===== config.mk =====
export PLATFORM = sky130hd
export DESIGN_NAME = sam_rv32i_commit_trace
export DESIGN_NICKNAME = d
export VERILOG_FILES = /design/src/rtl/sam_rv32i_pkg.sv /design/src/rtl/sam_sync_fifo.sv /design/src/rtl/sam_rv32i_commit_trace.sv
export SDC_FILE = /design/constraint.sdc
export NUM_CORES = 1
export LEC_CHECK = 0
export CORE_ASPECT_RATIO = 2
export CORE_UTILIZATION = 55
export DETAILED_ROUTE_END_ITERATION = 12
export HOLD_SLACK_MARGIN = 0.05
export PLACE_DENSITY = 0.75
export SYNTH_ARGS = -nofsm -noshare
export SYNTH_HDL_FRONTEND = slang
export SYNTH_SLANG_ARGS = --single-unit

===== constraint.sdc =====
create_clock -name clk -period 18.8 [get_ports clk]
set_input_delay 1.88 -clock clk [delete_from_list [all_inputs] [get_ports clk]]
set_output_delay 1.88 -clock clk [all_outputs]
set_load 0.03 [all_outputs]

===== src/rtl/sam_rv32i_pkg.sv =====
// Shared definitions for the sam_rv32i core and its commit-trace stage.
package sam_rv32i_pkg;

    localparam int XLEN        = 32;
    localparam int TRACE_DEPTH = 8;
    localparam int TRACE_SEQ_W = 16;

    // One commit event as it sits in the trace FIFO (default widths).
    typedef struct packed {
        logic [TRACE_SEQ_W-1:0] seq;
        logic [XLEN-1:0]        pc;
        logic [XLEN-1:0]        wb;
    } trace_entry_t;

    localparam int TRACE_ENTRY_W = $bits(trace_entry_t);

endpackage


===== src/rtl/sam_sync_fifo.sv =====
// Generic synchronous show-ahead FIFO; head word is visible on dout whenever not empty.
module sam_sync_fifo #(
    parameter int WIDTH = 8,
    parameter int DEPTH = 8
) (
    input  logic                     clk,
    input  logic                     rst,
    input  logic                     clr,
    input  logic                     push,
    input  logic                     pop,
    input  logic [WIDTH-1:0]         din,
    output logic [WIDTH-1:0]         dout,
    output logic [$clog2(DEPTH):0]   count,
    output logic                     full,
    output logic                     empty
);

    localparam int AW = $clog2(DEPTH);
    localparam int CW = AW + 1;

    logic [WIDTH-1:0] mem [DEPTH];
    logic [AW-1:0]    wr_ptr;
    logic [AW-1:0]    rd_ptr;
    logic [CW-1:0]    cnt;
    logic             do_push;
    logic             do_pop;

    // Pop of an empty FIFO is ignored; a push into a full FIFO needs a same-edge pop.
    assign do_pop  = pop && !empty;
    assign do_push = push && (!full || do_pop);

    assign full  = (cnt == CW'(DEPTH));
    assign empty = (cnt == '0);
    assign count = cnt;
    assign dout  = empty ? '0 : mem[rd_ptr];

    always_ff @(posedge clk) begin
        if (rst || clr) begin
            wr_ptr <= '0;
            rd_ptr <= '0;
            cnt    <= '0;
        end else begin
            if (do_push) wr_ptr <= wr_ptr + 1'b1;
            if (do_pop)  rd_ptr <= rd_ptr + 1'b1;
            case ({do_push, do_pop})
                2'b10:   cnt <= cnt + 1'b1;
                2'b01:   cnt <= cnt - 1'b1;
                default: cnt <= cnt;
            endcase
        end
    end

    always_ff @(posedge clk) begin
        if (do_push) mem[wr_ptr] <= din;
    end

endmodule


===== src/rtl/sam_rv32i_commit_trace.sv =====
// Commit-trace stage: turns NPC changes into {seq, pc, wb} events queued for a host drainer.
module sam_rv32i_commit_trace #(
    parameter int XLEN  = sam_rv32i_pkg::XLEN,
    parameter int DEPTH = sam_rv32i_pkg::TRACE_DEPTH,
    parameter int SEQ_W = sam_rv32i_pkg::TRACE_SEQ_W
) (
    input  logic                     clk,
    input  logic                     RN,
    input  logic                     clr,
    input  logic                     en,
    input  logic [XLEN-1:0]          npc_in,
    input  logic [XLEN-1:0]          wb_in,
    output logic                     trc_valid,
    input  logic                     trc_ready,
    output logic [SEQ_W-1:0]         trc_seq,
    output logic [XLEN-1:0]          trc_pc,
    output logic [XLEN-1:0]          trc_wb,
    output logic [$clog2(DEPTH):0]   count,
    output logic                     full,
    output logic                     empty,
    output logic                     overflow,
    output logic [SEQ_W-1:0]         drop_cnt
);

    localparam int EW = SEQ_W + 2 * XLEN;

    logic [SEQ_W-1:0] seq_q;
    logic [XLEN-1:0]  last_npc;
    logic             seen;
    logic             evt;
    logic             push;
    logic             pop;
    logic             drop;
    logic [EW-1:0]    head;

    // Handshake: an entry transfers on a rising edge where trc_valid && trc_ready;
    // trc_valid never depends on trc_ready, and the head holds until it transfers.
    assign trc_valid = !empty;
    assign pop       = trc_valid && trc_ready;

    // The very first enabled cycle after clear always counts as a commit.
    assign evt  = en && !RN && !clr && (!seen || npc_in != last_npc);
    assign push = evt && (!full || pop);
    assign drop = evt && full && !pop;

    sam_sync_fifo #(
        .WIDTH (EW),
        .DEPTH (DEPTH)
    ) u_fifo (
        .clk   (clk),
        .rst   (RN),
        .clr   (clr),
        .push  (push),
        .pop   (pop),
        .din   ({seq_q, npc_in, wb_in}),
        .dout  (head),
        .count (count),
        .full  (full),
        .empty (empty)
    );

    assign {trc_seq, trc_pc, trc_wb} = head;

    always_ff @(posedge clk) begin
        if (RN || clr) begin
            seq_q    <= '0;
            last_npc <= '0;
            seen     <= 1'b0;
            overflow <= 1'b0;
            drop_cnt <= '0;
        end else begin
            if (en) begin
                last_npc <= npc_in;
                seen     <= 1'b1;
            end
            // Dropped events still consume a sequence number so gaps reveal loss.
            if (evt) seq_q <= seq_q + 1'b1;
            if (drop) begin
                overflow <= 1'b1;
                if (drop_cnt != '1) drop_cnt <= drop_cnt + 1'b1;
            end
        end
    end

endmodule


---- Yosys cells after proc, flatten, opt, wreduce, memory -nomap -nowiden ----
Memories as Yosys holds them, arrays and structs flattened. A register that Yosys moved wholly into a read port is not among the register bits.
Index checks and enable logic that the tools add are counted.
storage, ports and cells
  logic and storage cells ................. 48
  output and inout bits ................... 104
  memory bits (writable) .................. 640
  memories kept ........................... 1
  bits of input ports ..................... 69
  flip-flop bits (word level) ............. 76
operators by class
  add/subtract/negate cells ............... 6
  eq/ne operators ......................... 5
  reductions and logical operators ........ 22
  muxes and demuxes ....................... 6
memory list
  name        depth  width  read ports  clocked after memory_dff  write ports  line                 RTL
  u_fifo.mem  8      80     1           1                         1            sam_sync_fifo.sv:21  logic [WIDTH-1:0] mem [DEPTH];
operators with widths
  kind                     number
  $mux W80                 1
  $add A16 B1 Y16 const B  2
  $ne A32 B32 Y1           1
  $ne A16 B16 Y1 const B   1
  $logic_and A1 B1 Y1      9
  $pmux W4 S2              1
  $add A3 B1 Y3 const B    2
  $logic_not A1 Y1         6
  $mux W3                  2
  $add A4 B1 Y4 const B    1
  $eq A4 B4 Y1 const B     1
  $logic_not A4 Y1         1
  $logic_or A1 B1 Y1       4
  $sub A4 B1 Y4 const B    1
  $eq A2 B1 Y1 const B     1
  $eq A2 B2 Y1 const B     1
  $mux W1                  2
  $reduce_and A2 Y1        1
  $reduce_bool A2 Y1       1

---- Depth between registers and ports, before layout ----
  word-level depth ........................ 8
  depth in mapped cells ................... 12
  depth with buffers taken out ............ 12

---- Modules after synthesis ----
Synthesis repeated with hierarchy kept, for this count alone.
second synthesis, totals
  cells, all modules ...................... 1445
  area total of the unflattened synthesis .. 28214.6 sq um
by module, submodules not included
  module                  cells an instance  sequential area each (sq um)  times used  area each (sq um)
  sam_sync_fifo           1097               19478.7                       1           25027.8
  sam_rv32i_commit_trace  348                1321.3                        1           3186.8

---- Worst setup path after synthesis ----
OpenSTA, ideal clock, no wires.
  path kind ............................... in2reg
  from .................................... input port RN
  to ...................................... memory u_fifo.mem[2][0] (netlist bit), enable pin
  library setup time ...................... 0.743 ns
  cell stages on the path ................. 6
  slack ................................... 6.799 ns
  data arrival time ....................... 11.258 ns
  path buffers ............................ 1
  required time ........................... 18.057 ns
  cells stage by stage .................... nor2_1 nand2_1 clkbuf_1 nor2b_1 nand2_1 nor4b_1
on the way
  longest elaborated chain between the ends .. 8
ends and longest elaborated chain
  what                               line                          RTL
  start, declared                    sam_rv32i_commit_trace.sv:8   input logic RN,
  $logic_not A1 Y1                   sam_rv32i_commit_trace.sv:42  assign evt = en && !RN && !clr && (!seen || npc_in != last_npc);
  $logic_and A1 B1 Y1 (3 in series)  sam_rv32i_commit_trace.sv:42
  $logic_and A1 B1 Y1                sam_rv32i_commit_trace.sv:43  assign push = evt && (!full || pop);
  $logic_and A1 B1 Y1                sam_sync_fifo.sv:30           assign do_push = push && (!full || do_pop);
  $mux W1                            sam_sync_fifo.sv:54           if (do_push) mem[wr_ptr] <= din;
  $mux W1 (implied by the code)      sam_sync_fifo.sv:54
  end, declared                      sam_sync_fifo.sv:21
No other way between the ends.

==> run metrics <==
CTS max path bufs=3; Worst EP required=16.92 ns; Worst EP arrival=3.63 ns; Mapped Cells=1453; outcome=complete, no violations; # IOs=173; synth top area cells=edfxtp_1, mux4_2, dfxtp_1; post-route cell area=0.0325 mm2; storage element area=0.0208 mm2; # fillers=3466; clk_lat worst skew=0.60 ns; largest net degree at the start of global routing=74; Port-buffer cells=172; Crit path max-delay family=buffers and inverters; share of cells above drive strength 1=0.172; Setup violations, final=0; pwr/cell area=94.1 mW/mm2; post-synth top area share=0.685; Leak Pwr=9.64 nW; crit path cell chain=buf_4 > mux4_2 > mux2i_1 > nor2_1 > clkdlybuf4s50_1; Clock Sinks=719; Post-Syn Area=0.0281 mm2; EDFF count, synth=640; Slowest cell on crit path=buf_4; global-route wire length before repair=88.8 mm; CTS tree=yes; Worst R2R End=u_fifo.count[3]; DRC viols=0; 1st-iter DRT viols=976; fmax=181 MHz; DP Worst Slack=12.96 ns; synthesis-stage register bit count=719; RD Place Congestion=0.834; worst slew pin tran=1.07 ns; CTS H-Tree Depth=2; num rows=116; Hold Crit Class=reg2reg; Crit Path Max Fanout=52; commonest non-fill, non-tap cells in the layout=edfxtp_1, clkdlybuf4s50_1, mux4_2, nor2_1, mux2i_1; max cap viols=0; Post-CTS Setup Bufs=0; Die Y=322 um; Clock Pin Slew Worst Setup and Hold Paths=0.06 ns; slowest stage delay, CP=0.85 ns; final net count=1712; total CTS buffers=56; final hold vios=0; IR Drop Worst-Case VDD=0.0740 mV; Synth Net Count=1530; Clock Skews=0.0162 ns; total grt overflow=0; hold_sp=overflow; Final Core Density=0.647; Worst Reg2Reg Path Length in Cells=12; DIE WIDTH=162 um; vias in the first global route=14.9k; Seq/Total Area, Yosys=0.741; normalized max-slew margin=0.285; root buffer cell=clkbuf_16; final worst slack=13.29 ns; GRT Util Overall=0.231; initial antenna violation count=6; flop-to-flop setup slack=14.85 ns; routed via count=14.1k; Placeable Area=0.0502 mm2; CTS Hold Buffers Added=0; post-synth top area cell=edfxtp_1; Total Power=3.06 mW; ys async rst share=0; DP HPWL=34.0 mm; Synth Warn #=0; Top FF cell, synth=edfxtp_1; CTS-repair resized insts=0; effective utilization at floorplan=0.559; mean cell area of the mapped netlist=19.3 um2; Min-Delay Endpoint=overflow; worst r2r src=u_fifo.count[0]; number of nets still failing antenna checks after routing=0; Sum Neg Setup Slack=0 ns; WP buf/inv=2; Hold Crit Depth=2; Routed WL per cell=25.1 um; RSZ-0062 raised after global routing=no; drt via density=6.05; Slew Limit Fails=0; CP endpoint kind=primary output; synthesis-to-layout area growth=15.7%; DIE AREA=0.0520 mm2; placed cell area=0.0306 mm2; commonest non-fill, non-tap cell in the layout=edfxtp_1; Detailed Routing Iterations Pass 1=6; final worst path period share=0.293; Final Critical Period=5.51 ns; Netlist cell types=49; footprint of the multi-input gates=0.00698 mm2; Worst Setup Start Kind=flop; final WL=58.5 mm; critical path class=reg2out
worst max-delay path by stage:
stage / start / end / cells past startpoint
final: flop / trc_pc[4] / 5
after global routing: flop / trc_pc[4] / 5
after CTS: flop / trc_pc[4] / 5
after detailed placement: RN / u_fifo.mem[1][35] / 8
after global placement: RN / u_fifo.mem[1][44] / 8
after floorplan: RN / u_fifo.mem[2][0] / 6
final cells by class:
cell class	count	area share
multi-input cells	647	0.215
well taps	649	0.0250
diodes	1	0.0000771
flip-flops and latches	719	0.641
clock inverters	25	0.00933
repair buffers	199	0.0591
inverters	12	0.00143
clock buffers	78	0.0491
sequential cells by signal (all words and copies together) (netlist names), named ones only:
register       flops
drop_cnt          16
last_npc          32
overflow           1
seen               1
seq_q             16
u_fifo.count       4
u_fifo.mem       640
u_fifo.rd_ptr      3
u_fifo.wr_ptr      3
cell families after synthesis:
family                     after synthesis  synth area share
DFF                                    719             0.741
muxes                                  276             0.170
and+or+nand+nor                        252            0.0450
buffers and inverters                   87            0.0122
AOI/OAI and AO/OA                       72            0.0163
xor gates and xnor gates                39            0.0122
adders and majority gates                8           0.00383
tightest hold or removal path, cell delays in order, from the launching register on:
cell	delay, ns
dfxtp_1	0.34
nand2_1	0.06
o41ai_1	0.07
stage by stage:
| stage | cells | hold slack, ns |
|---|---|---|
| floorplan | 1453 | 0.455 |
| global placement | 2226 | 0.437 |
| detailed placement | 2226 | 0.477 |
| CTS | 2329 | 0.498 |
| global route | 2330 | 0.529 |
| finish | 2330 | 0.500 |
metal layers:
| metal | wire (um) | vias to the layer above | track usage |
|---|---|---|---|
| li1 | - | 6237 | - |
| met1 | 22000 | 7299 | 0.281 |
| met2 | 31800 | 440 | 0.415 |
| met3 | 3030 | 106 | 0.0359 |
| met4 | 1650 | 10 | 0.0839 |
| met5 | 69 | - | 0 |
power by group:
part / switching, mW / total (mW) / internal (mW)
sequential: 0.00472 / 1.75 / 1.74
combinational: 0.0570 / 0.0959 / 0.0389
clock: 0.525 / 1.21 / 0.688
synthesized netlist by cell type, drive strengths merged, types with 5 or more instances:
| cell type | number |
|---|---|
| edfxtp | 640 |
| mux4 | 160 |
| nor2 | 129 |
| mux2i | 116 |
| dfxtp | 79 |
| buf | 40 |
| clkbuf | 35 |
| a21oi | 31 |
| xnor2 | 26 |
| nand2 | 22 |
| or4 | 20 |
| nand4 | 15 |
| o31ai | 15 |
| nand3 | 14 |
| xor2 | 13 |
| inv | 12 |
| or3 | 12 |
| o21ai | 9 |
| ha | 7 |
| o41ai | 7 |
| nor4 | 5 |
No activity file was read; power rests on OpenSTA's default activity.
